<file path="src/rtl/axi_cut_pkg.sv">
// Default AXI4 channel and bundle types for axi_cut. Every type is also a
// parameter of axi_cut, so integrators can substitute their own structs.
package axi_cut_pkg;

  localparam int unsigned IdWidth   = 4;
  localparam int unsigned AddrWidth = 32;
  localparam int unsigned DataWidth = 32;
  localparam int unsigned StrbWidth = DataWidth / 8;

  typedef enum logic [1:0] {
    RESP_OKAY   = 2'b00,
    RESP_EXOKAY = 2'b01,
    RESP_SLVERR = 2'b10,
    RESP_DECERR = 2'b11
  } axi_resp_e;

  typedef struct packed {
    logic [IdWidth-1:0]   id;
    logic [AddrWidth-1:0] addr;
    logic [7:0]           len;
    logic [2:0]           size;
    logic [1:0]           burst;
  } aw_chan_t;

  typedef struct packed {
    logic [DataWidth-1:0] data;
    logic [StrbWidth-1:0] strb;
    logic                 last;
  } w_chan_t;

  typedef struct packed {
    logic [IdWidth-1:0] id;
    axi_resp_e          resp;
  } b_chan_t;

  typedef struct packed {
    logic [IdWidth-1:0]   id;
    logic [AddrWidth-1:0] addr;
    logic [7:0]           len;
    logic [2:0]           size;
    logic [1:0]           burst;
  } ar_chan_t;

  typedef struct packed {
    logic [IdWidth-1:0]   id;
    logic [DataWidth-1:0] data;
    axi_resp_e            resp;
    logic                 last;
  } r_chan_t;

  typedef struct packed {
    aw_chan_t aw;
    logic     aw_valid;
    w_chan_t  w;
    logic     w_valid;
    logic     b_ready;
    ar_chan_t ar;
    logic     ar_valid;
    logic     r_ready;
  } axi_req_t;

  typedef struct packed {
    logic     aw_ready;
    logic     w_ready;
    b_chan_t  b;
    logic     b_valid;
    logic     ar_ready;
    r_chan_t  r;
    logic     r_valid;
  } axi_rsp_t;

endpackage

</file>
<file path="src/rtl/spill_register.sv">
// Generic two-entry spill register. Slot A faces the output, slot B catches
// the beat that arrives while A is stalled. Ready, valid and data at the
// outputs come straight from flops, so no input reaches any output
// combinationally. With Bypass set it degenerates to plain wires.
module spill_register #(
  parameter type T      = logic,
  parameter bit  Bypass = 1'b0
) (
  input  logic clk_i,
  input  logic rst_ni,
  input  logic valid_i,
  output logic ready_o,
  input  T     data_i,
  output logic valid_o,
  input  logic ready_i,
  output T     data_o
);

  if (Bypass) begin : gen_bypass
    assign valid_o = valid_i;
    assign ready_o = ready_i;
    assign data_o  = data_i;
  end else begin : gen_spill
    logic a_full_q, a_full_d;
    logic b_full_q, b_full_d;
    T     a_data_q, a_data_d;
    T     b_data_q, b_data_d;
    logic in_hs, a_drain, b_drain, a_fill, b_fill;

    // Everything visible at the ports is a flop or a mux of flops.
    assign ready_o = !b_full_q;
    assign valid_o = a_full_q | b_full_q;
    assign data_o  = a_full_q ? a_data_q : b_data_q;

    // Slot bookkeeping: A is presented first, B only once A has emptied.
    always_comb begin
      // NOTE: every always_comb output gets a default first so no path can leave it unassigned and infer a latch.
      a_full_d = a_full_q;
      b_full_d = b_full_q;
      a_data_d = a_data_q;
      b_data_d = b_data_q;

      in_hs   = valid_i && !b_full_q;
      a_drain = a_full_q && ready_i;
      b_drain = !a_full_q && b_full_q && ready_i;
      a_fill  = in_hs && (!a_full_q || a_drain);
      b_fill  = in_hs && a_full_q && !a_drain;

      if (a_fill) begin
        a_full_d = 1'b1;
        a_data_d = data_i;
      end else if (a_drain) begin
        a_full_d = 1'b0;
      end

      if (b_fill) begin
        b_full_d = 1'b1;
        b_data_d = data_i;
      end else if (b_drain) begin
        b_full_d = 1'b0;
      end
    end

    // Slot state; a reset drops whatever beats were buffered.
    always_ff @(posedge clk_i or negedge rst_ni) begin
      if (!rst_ni) begin
        a_full_q <= 1'b0;
        b_full_q <= 1'b0;
        // NOTE: payload slots are cleared on reset too, so the bus never shows stale data after a reset even though valid already masks it.
        a_data_q <= '0;
        b_data_q <= '0;
      end else begin
        // NOTE: state uses non-blocking assignments so every flop samples the pre-edge values.
        a_full_q <= a_full_d;
        b_full_q <= b_full_d;
        a_data_q <= a_data_d;
        b_data_q <= b_data_d;
      end
    end
  end

endmodule

</file>
<file path="src/rtl/axi_cut.sv">
// Full AXI4 register slice: each of the five channels runs through its own
// spill register. AW, W and AR flow slave->master, B and R flow back. The
// channels are independent; this module only routes struct fields.
module axi_cut
  import axi_cut_pkg::*;
#(
  parameter bit  Bypass    = 1'b0,
  parameter type aw_chan_t = axi_cut_pkg::aw_chan_t,
  parameter type w_chan_t  = axi_cut_pkg::w_chan_t,
  parameter type b_chan_t  = axi_cut_pkg::b_chan_t,
  parameter type ar_chan_t = axi_cut_pkg::ar_chan_t,
  parameter type r_chan_t  = axi_cut_pkg::r_chan_t,
  parameter type axi_req_t = axi_cut_pkg::axi_req_t,
  parameter type axi_rsp_t = axi_cut_pkg::axi_rsp_t
) (
  input  logic     clk_i,
  input  logic     rst_ni,
  input  axi_req_t slv_req_i,
  output axi_rsp_t slv_resp_o,
  output axi_req_t mst_req_o,
  input  axi_rsp_t mst_resp_i
);

  aw_chan_t aw_data;
  w_chan_t  w_data;
  ar_chan_t ar_data;
  b_chan_t  b_data;
  r_chan_t  r_data;

  logic aw_valid, aw_ready;
  logic w_valid, w_ready;
  logic ar_valid, ar_ready;
  logic b_valid, b_ready;
  logic r_valid, r_ready;

  spill_register #(.T(aw_chan_t), .Bypass(Bypass)) i_aw_spill (
    .clk_i   (clk_i),
    .rst_ni  (rst_ni),
    .valid_i (slv_req_i.aw_valid),
    .ready_o (aw_ready),
    .data_i  (slv_req_i.aw),
    .valid_o (aw_valid),
    .ready_i (mst_resp_i.aw_ready),
    .data_o  (aw_data)
  );

  spill_register #(.T(w_chan_t), .Bypass(Bypass)) i_w_spill (
    .clk_i   (clk_i),
    .rst_ni  (rst_ni),
    .valid_i (slv_req_i.w_valid),
    .ready_o (w_ready),
    .data_i  (slv_req_i.w),
    .valid_o (w_valid),
    .ready_i (mst_resp_i.w_ready),
    .data_o  (w_data)
  );

  spill_register #(.T(ar_chan_t), .Bypass(Bypass)) i_ar_spill (
    .clk_i   (clk_i),
    .rst_ni  (rst_ni),
    .valid_i (slv_req_i.ar_valid),
    .ready_o (ar_ready),
    .data_i  (slv_req_i.ar),
    .valid_o (ar_valid),
    .ready_i (mst_resp_i.ar_ready),
    .data_o  (ar_data)
  );

  spill_register #(.T(b_chan_t), .Bypass(Bypass)) i_b_spill (
    .clk_i   (clk_i),
    .rst_ni  (rst_ni),
    .valid_i (mst_resp_i.b_valid),
    .ready_o (b_ready),
    .data_i  (mst_resp_i.b),
    .valid_o (b_valid),
    .ready_i (slv_req_i.b_ready),
    .data_o  (b_data)
  );

  spill_register #(.T(r_chan_t), .Bypass(Bypass)) i_r_spill (
    .clk_i   (clk_i),
    .rst_ni  (rst_ni),
    .valid_i (mst_resp_i.r_valid),
    .ready_o (r_ready),
    .data_i  (mst_resp_i.r),
    .valid_o (r_valid),
    .ready_i (slv_req_i.r_ready),
    .data_o  (r_data)
  );

  // Assemble the downstream request from the forward outputs and backward readys.
  always_comb begin
    mst_req_o          = '0;
    mst_req_o.aw       = aw_data;
    mst_req_o.aw_valid = aw_valid;
    mst_req_o.w        = w_data;
    mst_req_o.w_valid  = w_valid;
    mst_req_o.b_ready  = b_ready;
    mst_req_o.ar       = ar_data;
    mst_req_o.ar_valid = ar_valid;
    mst_req_o.r_ready  = r_ready;
  end

  // Assemble the upstream response from the forward readys and backward outputs.
  always_comb begin
    slv_resp_o          = '0;
    slv_resp_o.aw_ready = aw_ready;
    slv_resp_o.w_ready  = w_ready;
    slv_resp_o.b        = b_data;
    slv_resp_o.b_valid  = b_valid;
    slv_resp_o.ar_ready = ar_ready;
    slv_resp_o.r        = r_data;
    slv_resp_o.r_valid  = r_valid;
  end

endmodule

</file>
<file path="config.mk">
export PLATFORM = sky130hd
export DESIGN_NAME = axi_cut
export DESIGN_NICKNAME = d
export VERILOG_FILES = /design/src/rtl/axi_cut_pkg.sv /design/src/rtl/spill_register.sv /design/src/rtl/axi_cut.sv
export SDC_FILE = /design/constraint.sdc
export NUM_CORES = 1
export LEC_CHECK = 0
export ABC_AREA = 1
export BUFFER_PORTS_ARGS = -buffer_cell sky130_fd_sc_hd__buf_4
export CAP_MARGIN = 20
export CORE_ASPECT_RATIO = 0.75
export CORE_MARGIN = 3
export CORE_UTILIZATION = 50
export DETAILED_ROUTE_END_ITERATION = 16
export PLACE_DENSITY = 0.76
export SYNTH_ARGS = -nofsm -noshare
export SYNTH_HDL_FRONTEND = slang
export SYNTH_HIERARCHICAL = 1
export SYNTH_SLANG_ARGS = --single-unit
export TNS_END_PERCENT = 10
</file>
<file path="constraint.sdc">
create_clock -name clk_i -period 1.7 [get_ports clk_i]
set_clock_uncertainty 0.05 [all_clocks]
set_input_delay 0.34 -clock clk_i [delete_from_list [all_inputs] [get_ports clk_i]]
set_output_delay 0.34 -clock clk_i [all_outputs]
set_load 0.02 [all_outputs]
</file>
==> results of run 1 <==
## routing by layer
layer  share of wire (%)  vias up
met3                 8.1      142
met4                 3.5        2
met1                  40     8221
li1                    -     7826
met2                  48      810
met5               0.020        -
## critical path, cell delays in order, from the launching register on
cell	delay [ns]
dfrtp_2	0.48
inv_8	0.15
clkbuf_16	0.17
nand2_1	0.05
nand2_1	0.08
buf_4	0.15
## cell type report
cell class / instances / area [sq um]
diodes: 3 / 7.51
repair buffers: 575 / 5760
inverters: 20 / 100
fillers: 2304 / 8740
multi-input cells: 1665 / 7330
well taps: 442 / 553
clock inverters: 10 / 103
clock buffers: 58 / 1170
flip-flops and latches: 370 / 9260
## logic make-up after synthesis
| logic type | Yosys count |
|---|---|
| compound gates | 5 |
| buf+inv | 179 |
| flops | 370 |
| simple gates | 1660 |
## path summary, 6_finish.rpt
| path | endpoint | slack [ns] |
|---|---|---|
| worst max-delay path | mst_req_o[32] | -0.30 |
| worst min register to register | i_ar_spill/gen_spill.b_data_q[35]$_DFFE_PN0P_ | 0.42 |
| min in group asynchronous | i_ar_spill/gen_spill.a_data_q[35]$_DFFE_PN0P_ | 0.22 |
| worst max register to register | i_ar_spill/gen_spill.b_data_q[16]$_DFFE_PN0P_ | 0.02 |
| max in group asynchronous | i_b_spill/gen_spill.a_full_q$_DFFE_PN0P_ | 0.60 |
| worst min-delay path | i_w_spill/gen_spill.b_data_q[26]$_DFFE_PN0P_ | 0.01 |
## flip-flops by register name, summed over array words and instances, names as in the netlist
| name | count |
|---|---|
| i_aw_spill/gen_spill.b_data_q | 49 |
| i_r_spill/gen_spill.a_full_q | 1 |
| i_b_spill/gen_spill.a_full_q | 1 |
| i_aw_spill/gen_spill.b_full_q | 1 |
| i_w_spill/gen_spill.b_full_q | 1 |
| i_w_spill/gen_spill.a_data_q | 37 |
| i_w_spill/gen_spill.a_full_q | 1 |
| i_r_spill/gen_spill.b_full_q | 1 |
| i_b_spill/gen_spill.a_data_q | 6 |
| i_ar_spill/gen_spill.b_full_q | 1 |
| i_aw_spill/gen_spill.a_data_q | 49 |
| i_b_spill/gen_spill.b_data_q | 6 |
| i_ar_spill/gen_spill.a_full_q | 1 |
| i_ar_spill/gen_spill.a_data_q | 49 |
| i_r_spill/gen_spill.a_data_q | 39 |
| i_w_spill/gen_spill.b_data_q | 37 |
| i_r_spill/gen_spill.b_data_q | 39 |
| i_b_spill/gen_spill.b_full_q | 1 |
| i_ar_spill/gen_spill.b_data_q | 49 |
| i_aw_spill/gen_spill.a_full_q | 1 |
## timing repair
| item | in CTS | in global routing |
|---|---|---|
| hold buffers | 106 | 0 |
| pin swaps | 4 | 14 |
| endpoints found under the setup margin | 185 | 192 |
| resized for setup | 205 | 187 |
| cloned | 4 | 5 |
| hold endpoints to repair | 334 | 0 |
| setup buffers | 6 | 1 |
## cells in the final DEF, fill, tap and decap left out
| cell type | Yosys | final |
|---|---|---|
| buf_4 | 27 | 254 |
| nor2_2 | 1 | 1 |
| buf_6 | 10 | 175 |
| clkbuf_8 | 0 | 8 |
| buf_16 | 0 | 2 |
| inv_8 | 0 | 1 |
| clkbuf_1 | 33 | 9 |
| clkinvlp_4 | 0 | 1 |
| bufinv_16 | 0 | 2 |
| clkinv_4 | 0 | 2 |
| buf_8 | 0 | 4 |
| nor2_4 | 5 | 6 |
| inv_6 | 1 | 1 |
| clkbuf_16 | 0 | 46 |
| nand2_1 | 1283 | 1114 |
| nand3_1 | 360 | 360 |
| inv_1 | 10 | 10 |
| dfrtp_1 | 370 | 366 |
| o21ai_0 | 5 | 5 |
| nand2_2 | 4 | 159 |
| clkinv_2 | 0 | 7 |
| dlygate4sd3_1 | 0 | 106 |
| buf_12 | 0 | 29 |
| inv_2 | 9 | 5 |
| inv_4 | 0 | 1 |
| diode_2 | 0 | 3 |
| nand2_4 | 3 | 17 |
| dfrtp_2 | 0 | 4 |
| nor2_8 | 3 | 3 |
## stage by stage
step,setup TNS [ns],power (mW)
final,-41.64,48.4
after global routing,-53.04,51.3
after CTS,-45.46,46.7
after detailed placement,0,35.6
after global placement,0,35.0
after floorplan,0,27.3
## where the power goes
group | internal (mW) | switching, mW | leakage, nW | total, mW
sequential | 13.1 | 2.65 | 4.58 | 15.7
combinational | 10.2 | 14.0 | 8.02 | 24.2
clock | 5.05 | 3.44 | 0.629 | 8.49
total | 28.3 | 20.1 | 13.2 | 48.4
==> metrics.txt, run 1 <==
first-pass GRT wire length about 86000 microns; Mapped Nets 2406; status finished with violations; Synth Area in Adders 0%; YS warnings 6; drt first pass iters 5; # rows 57; final period utilization 117%; port bufs roughly 380; WL per Instance approximately 17 microns; fraction of registers with async set/reset 100%; Syn Inst Count approximately 2200; Core Area between 0.03 and 0.04 sq mm; EDFF count, synth 0; setup ws final -0.295 ns; Final ANT Viol Nets 0; Mapped Area approximately 0.017 sq mm; Vias ~17000; power per cell area between 1500 and 2000 mW/mm^2; Avg Inst Size Synth between 7 and 8 sq um; largest net degree at the start of global routing 75; grt met2 use between 40% and 50%; die height approximately 170 microns; Vias/cell 5.41; clock slew at reported path FFs ~0.06 ns; fmax about 0.50 GHz; Worst R2R Path Depth 8; gpl congestion 0.849; clk root buf clkbuf_16; XOR/XNOR Fraction of Synth Area 0%; RR Startpoint i_ar_spill/gen_spill.a_full_q$_DFFE_PN0P_; Detailed Place HPWL approximately 33000 microns; post-synth top area cell dfrtp_1; worst min-delay path category in -> reg; leak pwr about 13 nW; Setup CP Type reg -> out; Setup Viol. Count Final 185; Max IR drop VDD ~1.4 mV; GRT Overall Usage approximately 29%; WP data arrival ~1.6 ns; CP endpoint kind output port; Yosys top cell area share 54.3%; CP required 1.31 ns; Placed Cells about 3000; most frequent cell after synthesis nand2_1; Syn-to-layout area delta 42.4%; Die W ~220 microns; actual slew at the worst max-slew pin 0.475 ns; busiest grt layer met2; CTS buffer count 38; Top FF cell, synth dfrtp_1; total wire length roughly 55000 microns; RSZ-0062 raised after global routing yes; routing usage on met1 ~40%; Worst Hold Path Cells 3; start point of the critical path i_ar_spill/gen_spill.a_full_q$_DFFE_PN0P_; io pins approximately 380; largest family of logic cells by synthesized area simple AND/OR/NAND/NOR gates; DRC viols 0; violated checks negative setup slack; Commonest cells post-synth nand2_1 (1283), dfrtp_1 (370), nand3_1 (360); post-synthesis sequential area ratio 54.3%; simple-gate portion of the synthesized area roughly 40%; Final Util roughly three quarters; # nets final between 2000 and 3000; complex-gate fraction of the synthesized area less than 1%; vias in the first global route ~17000; final slew viol count 0; Post-Layout Cell Count about 3100; Final Cell Area roughly 0.024 sq mm; Starting DRT DRC Count between 1500 and 2000; clock net sink count 370; hold_ws between 0.01 and 0.015 ns; layout cells sized above 1 between 20% and 30%; die area around 0.036 sq mm; Distinct cells, synth 18; remaining global-route overflow 0; Initial Utilization 51.6%; Place WS roughly 0.096 ns; critical path peak fanout 7; deepest clock path buffer count 3; H-tree Lvls 2; minimum clock period ~2.0 ns; routing usage on met3 5.62%; final-report hold violation count 0; HP Start slv_req_i[79]; TritonCTS clock tree yes; relative slew slack 68.4%; initial antenna violation count 3; Skew-Pair Late Insertion Delay roughly 0.53 ns; Max Cap Viol 0; Yosys reg bits 370; element type at the critical path start flip-flop; Synth area leaders dfrtp_1 (54%), nand2_1 (28%), nand3_1 (11%), buf_2 (2.6%), buf_4 (1.2%); post-synthesis mux area share 0%; Area after DPL around 0.020 sq mm
No activity file was read; power rests on OpenSTA's default activity.
==> run 2, diff against run 1 <==
--- a/config.mk
+++ b/config.mk
@@ -8,11 +8,11 @@
 export ABC_AREA = 1
 export BUFFER_PORTS_ARGS = -buffer_cell sky130_fd_sc_hd__buf_4
 export CAP_MARGIN = 20
-export CORE_ASPECT_RATIO = 0.75
+export CORE_ASPECT_RATIO = 1.4
 export CORE_MARGIN = 3
 export CORE_UTILIZATION = 50
 export DETAILED_ROUTE_END_ITERATION = 16
-export PLACE_DENSITY = 0.76
+export PLACE_DENSITY = 0.82
 export SYNTH_ARGS = -nofsm -noshare
 export SYNTH_HDL_FRONTEND = slang
 export SYNTH_HIERARCHICAL = 1
==> run 2 against run 1 <==
Against the previous run: the flow still finishes with violations (negative setup slack); clock-buffer cell count is 3 lower; sequential share of layout area is 2.2 points higher; die area hardly changed.
==> metrics.txt, run 2 (synthesized netlist as in run 1, its figures left out) <==
initial antenna violation count 2; actual slew at the worst max-slew pin around 0.46 ns; io pins 382; worst path cell trace clkinv_4, buf_12, clkbuf_16, nand2_4, nand2_4, buf_6; clock slew at reported path FFs about 0.060 ns; layout cells sized above 1 25.6%; Max Cap Viol 0; sequential share of power about 34%; relative slew slack between 60 and 70%; fmax ~0.5 GHz; die height between 200 and 250 microns; leak pwr approximately 13 nW; Final Util 68.8%; WP data arrival 1.60 ns; Reg2Reg Setup Slack about 0.11 ns; power per cell area approximately 2000 mW/mm^2; CTS buffer count 36; logic gate share of total power 50.5%; switching power around 20 mW; Worst path most repeated cell nand2_4; Setup Viol. Count Final about 190; Setup CP Type reg -> out; Antenna Cells 0; TNS Setup -39.08 ns; Starting DRT DRC Count 1590; minimum clock period roughly 2 ns; WL per Instance between 15 and 20 microns; Syn-to-layout area delta 34.8%; clock power share roughly 16%; Sw Share a little over two fifths; hold_ws around 0.021 ns; Detailed Place HPWL roughly 32000 microns; Final ANT Viol Nets 0; Worst R2R Path Depth 8; total wire length between 50000 and 60000 microns; Vias ~16000; die area roughly 0.036 sq mm; worst min-delay path category in -> reg; GRT Overall Usage 27.4%; status finished with violations; RSZ-0062 raised after global routing yes; Worst Hold Path Cells 3; first-pass GRT wire length roughly 82000 microns; # nets final between 2000 and 3000; largest net degree at the start of global routing 99; TritonCTS clock tree yes; CP required between 1 and 1.5 ns; commonest non-fill, non-tap cells in the layout nand2_1 (1158), dfrtp_1 (366), nand3_1 (360); vias in the first global route between 15000 and 20000; deepest clock path buffer count 3; final slew viol count 0; DRC viols 0; final period utilization 117%; remaining global-route overflow 0; Max IR drop VDD about 1.4 mV; internal power 27.3 mW; element type at the critical path start flip-flop; clk root buf clkbuf_16; critical path peak fanout 5; clock net sink count 370; Core Area around 0.033 sq mm; final-report hold violation count 0; gpl congestion 0.845; FILL cells between 2000 and 2500; setup ws final -0.287 ns; CP endpoint kind output port; slowest cell on the critical path dfrtp_2; violated checks negative setup slack; Die W between 150 and 200 microns; port bufs 381; drt first pass iters 8; # rows about 80; Initial Utilization between 50% and 60%; H-tree Lvls 2; Skew-Pair Late Insertion Delay a little over 0.5 ns; Largest stage delay, worst path slightly above 0.4 ns; commonest non-fill, non-tap cell in the layout nand2_1; Vias/cell about 5.4
run 2: cell types whose count changed in the layout (fill, tap and decap cells not counted), sizes merged:
cell / before / now
clkinv: 9 / 4
diode: 3 / 0
buf: 464 / 458
clkbuf: 63 / 60
dlygate4sd3: 106 / 17
clkinvlp: 1 / 0
bufinv: 2 / 1
run 2: timing repair:
item | 4_1_cts | 5_1_grt
hold buffers | 17 | 0
pin swaps | 0 | 15
gates cloned | 3 | 6
gates resized for setup | 246 | 95
buffers inserted | 6 | 3
endpoints found under the setup margin | 185 | 186
hold endpoints to repair | 47 | 0
run 2: layout make-up:
class,instances,area (sq um),share of cell area (%)
clock buffers,55,1040,4.54
repair buffers,480,4740,20.6
clock inverters,3,40.0,0.174
multi-input cells,1665,7240,31.5
inverters,20,95.1,0.414
flip-flops and latches,370,9260,40.3
well taps,445,557,2.42
run 2: path summary, 6_finish.rpt:
check	from	endpoint
max in group asynchronous	rst_ni	i_aw_spill/gen_spill.a_data_q[47]$_DFFE_PN0P_
min in group asynchronous	rst_ni	i_b_spill/gen_spill.b_data_q[1]$_DFFE_PN0P_
worst min-delay path	mst_resp_i[12]	i_r_spill/gen_spill.b_data_q[11]$_DFFE_PN0P_
worst max register to register	i_r_spill/gen_spill.a_full_q$_DFFE_PN0P_	i_r_spill/gen_spill.b_data_q[14]$_DFFE_PN0P_
worst max-delay path	i_r_spill/gen_spill.a_full_q$_DFFE_PN0P_	slv_resp_o[7]
worst min register to register	i_ar_spill/gen_spill.a_data_q[46]$_DFFE_PN0P_	i_ar_spill/gen_spill.a_data_q[46]$_DFFE_PN0P_
run 2: power groups by stage:
stage	sequential, mW	clock [mW]	combinational [mW]
6_report	15.7	7.53	23.6
5_1_grt	16.2	8.04	25.6
4_1_cts	15.5	7.66	22.6
3_5_place_dp	15.5	0	19.8
3_3_place_gp	15.4	0	19.3
2_1_floorplan	14.9	0	12.4
run 2: worst max-delay path: cells and delay by family, from the launching register on:
kind / cells / cell delay, ns
simple gates: 2 / 0.12
flops: 1 / 0.41
buf+inv: 4 / 0.55
run 2: through the flow:
stage	cells	total power, mW	cell area [sq um]	setup slack (ns)
2_1_floorplan	2214	27.3	17000	0.246
3_3_place_gp	2945	34.7	20300	0.178
3_5_place_dp	2945	35.3	20300	0.124
4_1_cts	3029	45.7	22500	-0.305
5_1_grt	3038	49.8	23000	-0.340
6_report	3038	46.9	23000	-0.287
run 2: metal layers:
metal	global-route usage (%)	wire [microns]	up-vias	part of all wire, %
met1	33.1	18700	7848	36
met3	6.89	4750	166	9.1
met2	46.7	26100	802	50
met4	11.9	2490	4	4.8
li1	-	-	7623	-
met5	0	27	-	0.052
==> run 3, diff against run 2 <==
==> constraint.sdc (replaced) <==
create_clock -name clk_i -period 1.7 [get_ports clk_i]
set_clock_uncertainty 0.05 [all_clocks]
set_input_delay 0.34 -clock clk_i [delete_from_list [all_inputs] [get_ports clk_i]]
set_output_delay 0.34 -clock clk_i [all_outputs]
set_load 0.05 [all_outputs]
==> run 3 against run 2 <==
Against the previous run: the flow still finishes with violations (negative setup slack); sequential power about the same; setup slack got worse by 0.14 ns; clock power increased by 19%; via count increased by 8.3%; sequential share of layout area decreased by 3.1 points; hold slack got worse by 0.0043 ns; core utilization increased by 5.7 points; die area unchanged; critical endpoint is now slv_resp_o[12]; largest cell class unchanged; largest power group unchanged.
==> metrics.txt, run 3 (synthesized netlist as in run 1, its figures left out) <==
clock power share between 10% and 20%; Max Cap Viol 0; sequential share of power about 27%; initial antenna violation count 2; die area around 0.036 sq mm; TritonCTS clock tree yes; CTS buffer count 37; status finished with violations; worst min-delay path category in -> reg; Syn-to-layout area delta 46.0%; Final Util 74.5%; CP required 1.31 ns; Placed Cells approximately 3000; RR Startpoint i_r_spill/gen_spill.a_full_q$_DFFE_PN0P_; leak pwr 13.5 nW; layout cells sized above 1 a little over a quarter; power per cell area about 2300 mW/mm^2; hold_ws between 0.015 and 0.02 ns; TNS Setup -49.35 ns; Die W ~160 microns; Antenna Cells 0; reg2reg end i_r_spill/gen_spill.a_data_q[12]$_DFFE_PN0P_; drt first pass iters 6; H-tree Lvls 2; commonest non-fill, non-tap cell in the layout nand2_1; Initial Utilization about 51%; port bufs approximately 380; vias in the first global route between 15000 and 20000; Detailed Place HPWL approximately 32000 microns; # nets final roughly 2900; RSZ-0062 raised after global routing yes; WL per Instance approximately 19 microns; clock net sink count 370; Worst Hold Path Cells 3; final slew viol count 0; final period utilization 125%; die height approximately 220 microns; logic gate share of total power a little under three fifths; Vias 17812; # rows slightly below 80; deepest clock path buffer count 3; DRC viols 0; Worst R2R Path Depth 8; Vias/cell 5.67; Place WS 0.0976 ns; fmax 0.470 GHz; io pins about 380; Post-Layout Cell Count roughly 3100; first-pass GRT wire length approximately 90000 microns; Starting DRT DRC Count 2126; total wire length ~61000 microns; Reg2Reg Setup Slack -0.06 ns; switching power approximately 28 mW; clk root buf clkbuf_16; element type at the critical path start flip-flop; critical path peak fanout 5; Final ANT Viol Nets 0; Setup CP Type reg -> out; gpl congestion between 0.8 and 0.9; Sw Share 47.8%; setup ws final -0.426 ns; Max IR drop VDD roughly 1.9 mV; relative slew slack about 67%; commonest non-fill, non-tap cells in the layout nand2_1 (1133), dfrtp_1 (366), nand3_1 (360); Skew-Pair Late Insertion Delay between 0.5 and 0.6 ns; clock slew at reported path FFs 0.06 ns; largest net degree at the start of global routing 65; Setup Viol. Count Final about 220; violated checks negative setup slack; WP data arrival approximately 1.7 ns; Core Area about 0.033 sq mm; final-report hold violation count 0; internal power between 30 and 40 mW; CP endpoint kind output port; HP Start slv_req_i[89]; Hold Crit Endpoint i_w_spill/gen_spill.a_data_q[36]$_DFFE_PN0P_; actual slew at the worst max-slew pin around 0.50 ns; remaining global-route overflow 0; GRT Overall Usage between 30% and 40%; minimum clock period around 2.1 ns
[run 3: changes by cell type in the layout (fill, tap and decap cells not counted), moves of 4 or more]
cell,change
buf_8,+95
dlygate4sd3_1,+82
buf_6,-75
nand2_1,-25
nand2_4,+19
buf_4,-15
clkbuf_1,-10
clkbuf_8,+8
nand2_2,+6
clkbuf_16,+5
buf_12,+4
bufinv_16,+4
[run 3: final cells by class]
type | instances | area, sq um
repair buffers | 576 | 6240
inverters | 20 | 92.6
multi-input cells | 1665 | 7400
flip-flops and latches | 370 | 9260
fillers | 1986 | 8520
clock buffers | 55 | 1170
well taps | 445 | 557
clock inverters | 10 | 179
[run 3: how the worst max path moves through the flow]
stage | startpoint | end | cells past startpoint
after floorplan | i_r_spill/gen_spill.a_full_q$_DFFE_PN0P_ | slv_resp_o[10] | 5
after global placement | i_ar_spill/gen_spill.a_full_q$_DFFE_PN0P_ | mst_req_o[20] | 5
after detailed placement | i_ar_spill/gen_spill.a_full_q$_DFFE_PN0P_ | mst_req_o[20] | 5
after CTS | i_r_spill/gen_spill.a_full_q$_DFFE_PN0P_ | slv_resp_o[38] | 6
after global routing | i_r_spill/gen_spill.a_full_q$_DFFE_PN0P_ | slv_resp_o[37] | 6
final | i_r_spill/gen_spill.a_full_q$_DFFE_PN0P_ | slv_resp_o[12] | 6
[run 3: repair_timing]
item,4_1_cts,5_1_grt
endpoints found under the hold margin,176,0
hold buffers,99,0
pin swaps,5,37
buffers inserted,10,3
gates resized for setup,363,161
cloned,6,9
setup endpoints to repair,186,233
[run 3: critical path, stage by stage, from the launching register on]
cell and delay [ns]:
dfrtp_1 0.43, inv_4 0.11, buf_12 0.14, clkbuf_16 0.16, nand2_2 0.06, nand2_2 0.13
buf_8 0.16
[run 3: routing by layer]
metal | vias up | global-route usage [%] | share of wire, %
li1 | 7828 | - | -
met2 | 1183 | 53.3 | 51
met4 | 4 | 12.9 | 5.2
met1 | 8533 | 36.3 | 34
met3 | 264 | 6.25 | 9.5
met5 | - | 0 | 0.044
[run 3: per-stage QoR]
stage          cell area [sq um]  total power, mW
3_3_place_gp               20300             41.2
6_report                   24900             58.4
2_1_floorplan              17000             33.6
3_5_place_dp               20300             41.8
5_1_grt                    24900             61.0
4_1_cts                    24100             55.4
[run 3: power groups by stage]
stage	logic, mW	registers (mW)	clock network, mW
3_5_place_dp	26.3	15.5	0
6_report	33.5	16.0	8.96
4_1_cts	30.9	15.5	9.00
5_1_grt	35.1	16.4	9.43
2_1_floorplan	18.8	14.9	0
3_3_place_gp	25.9	15.3	0
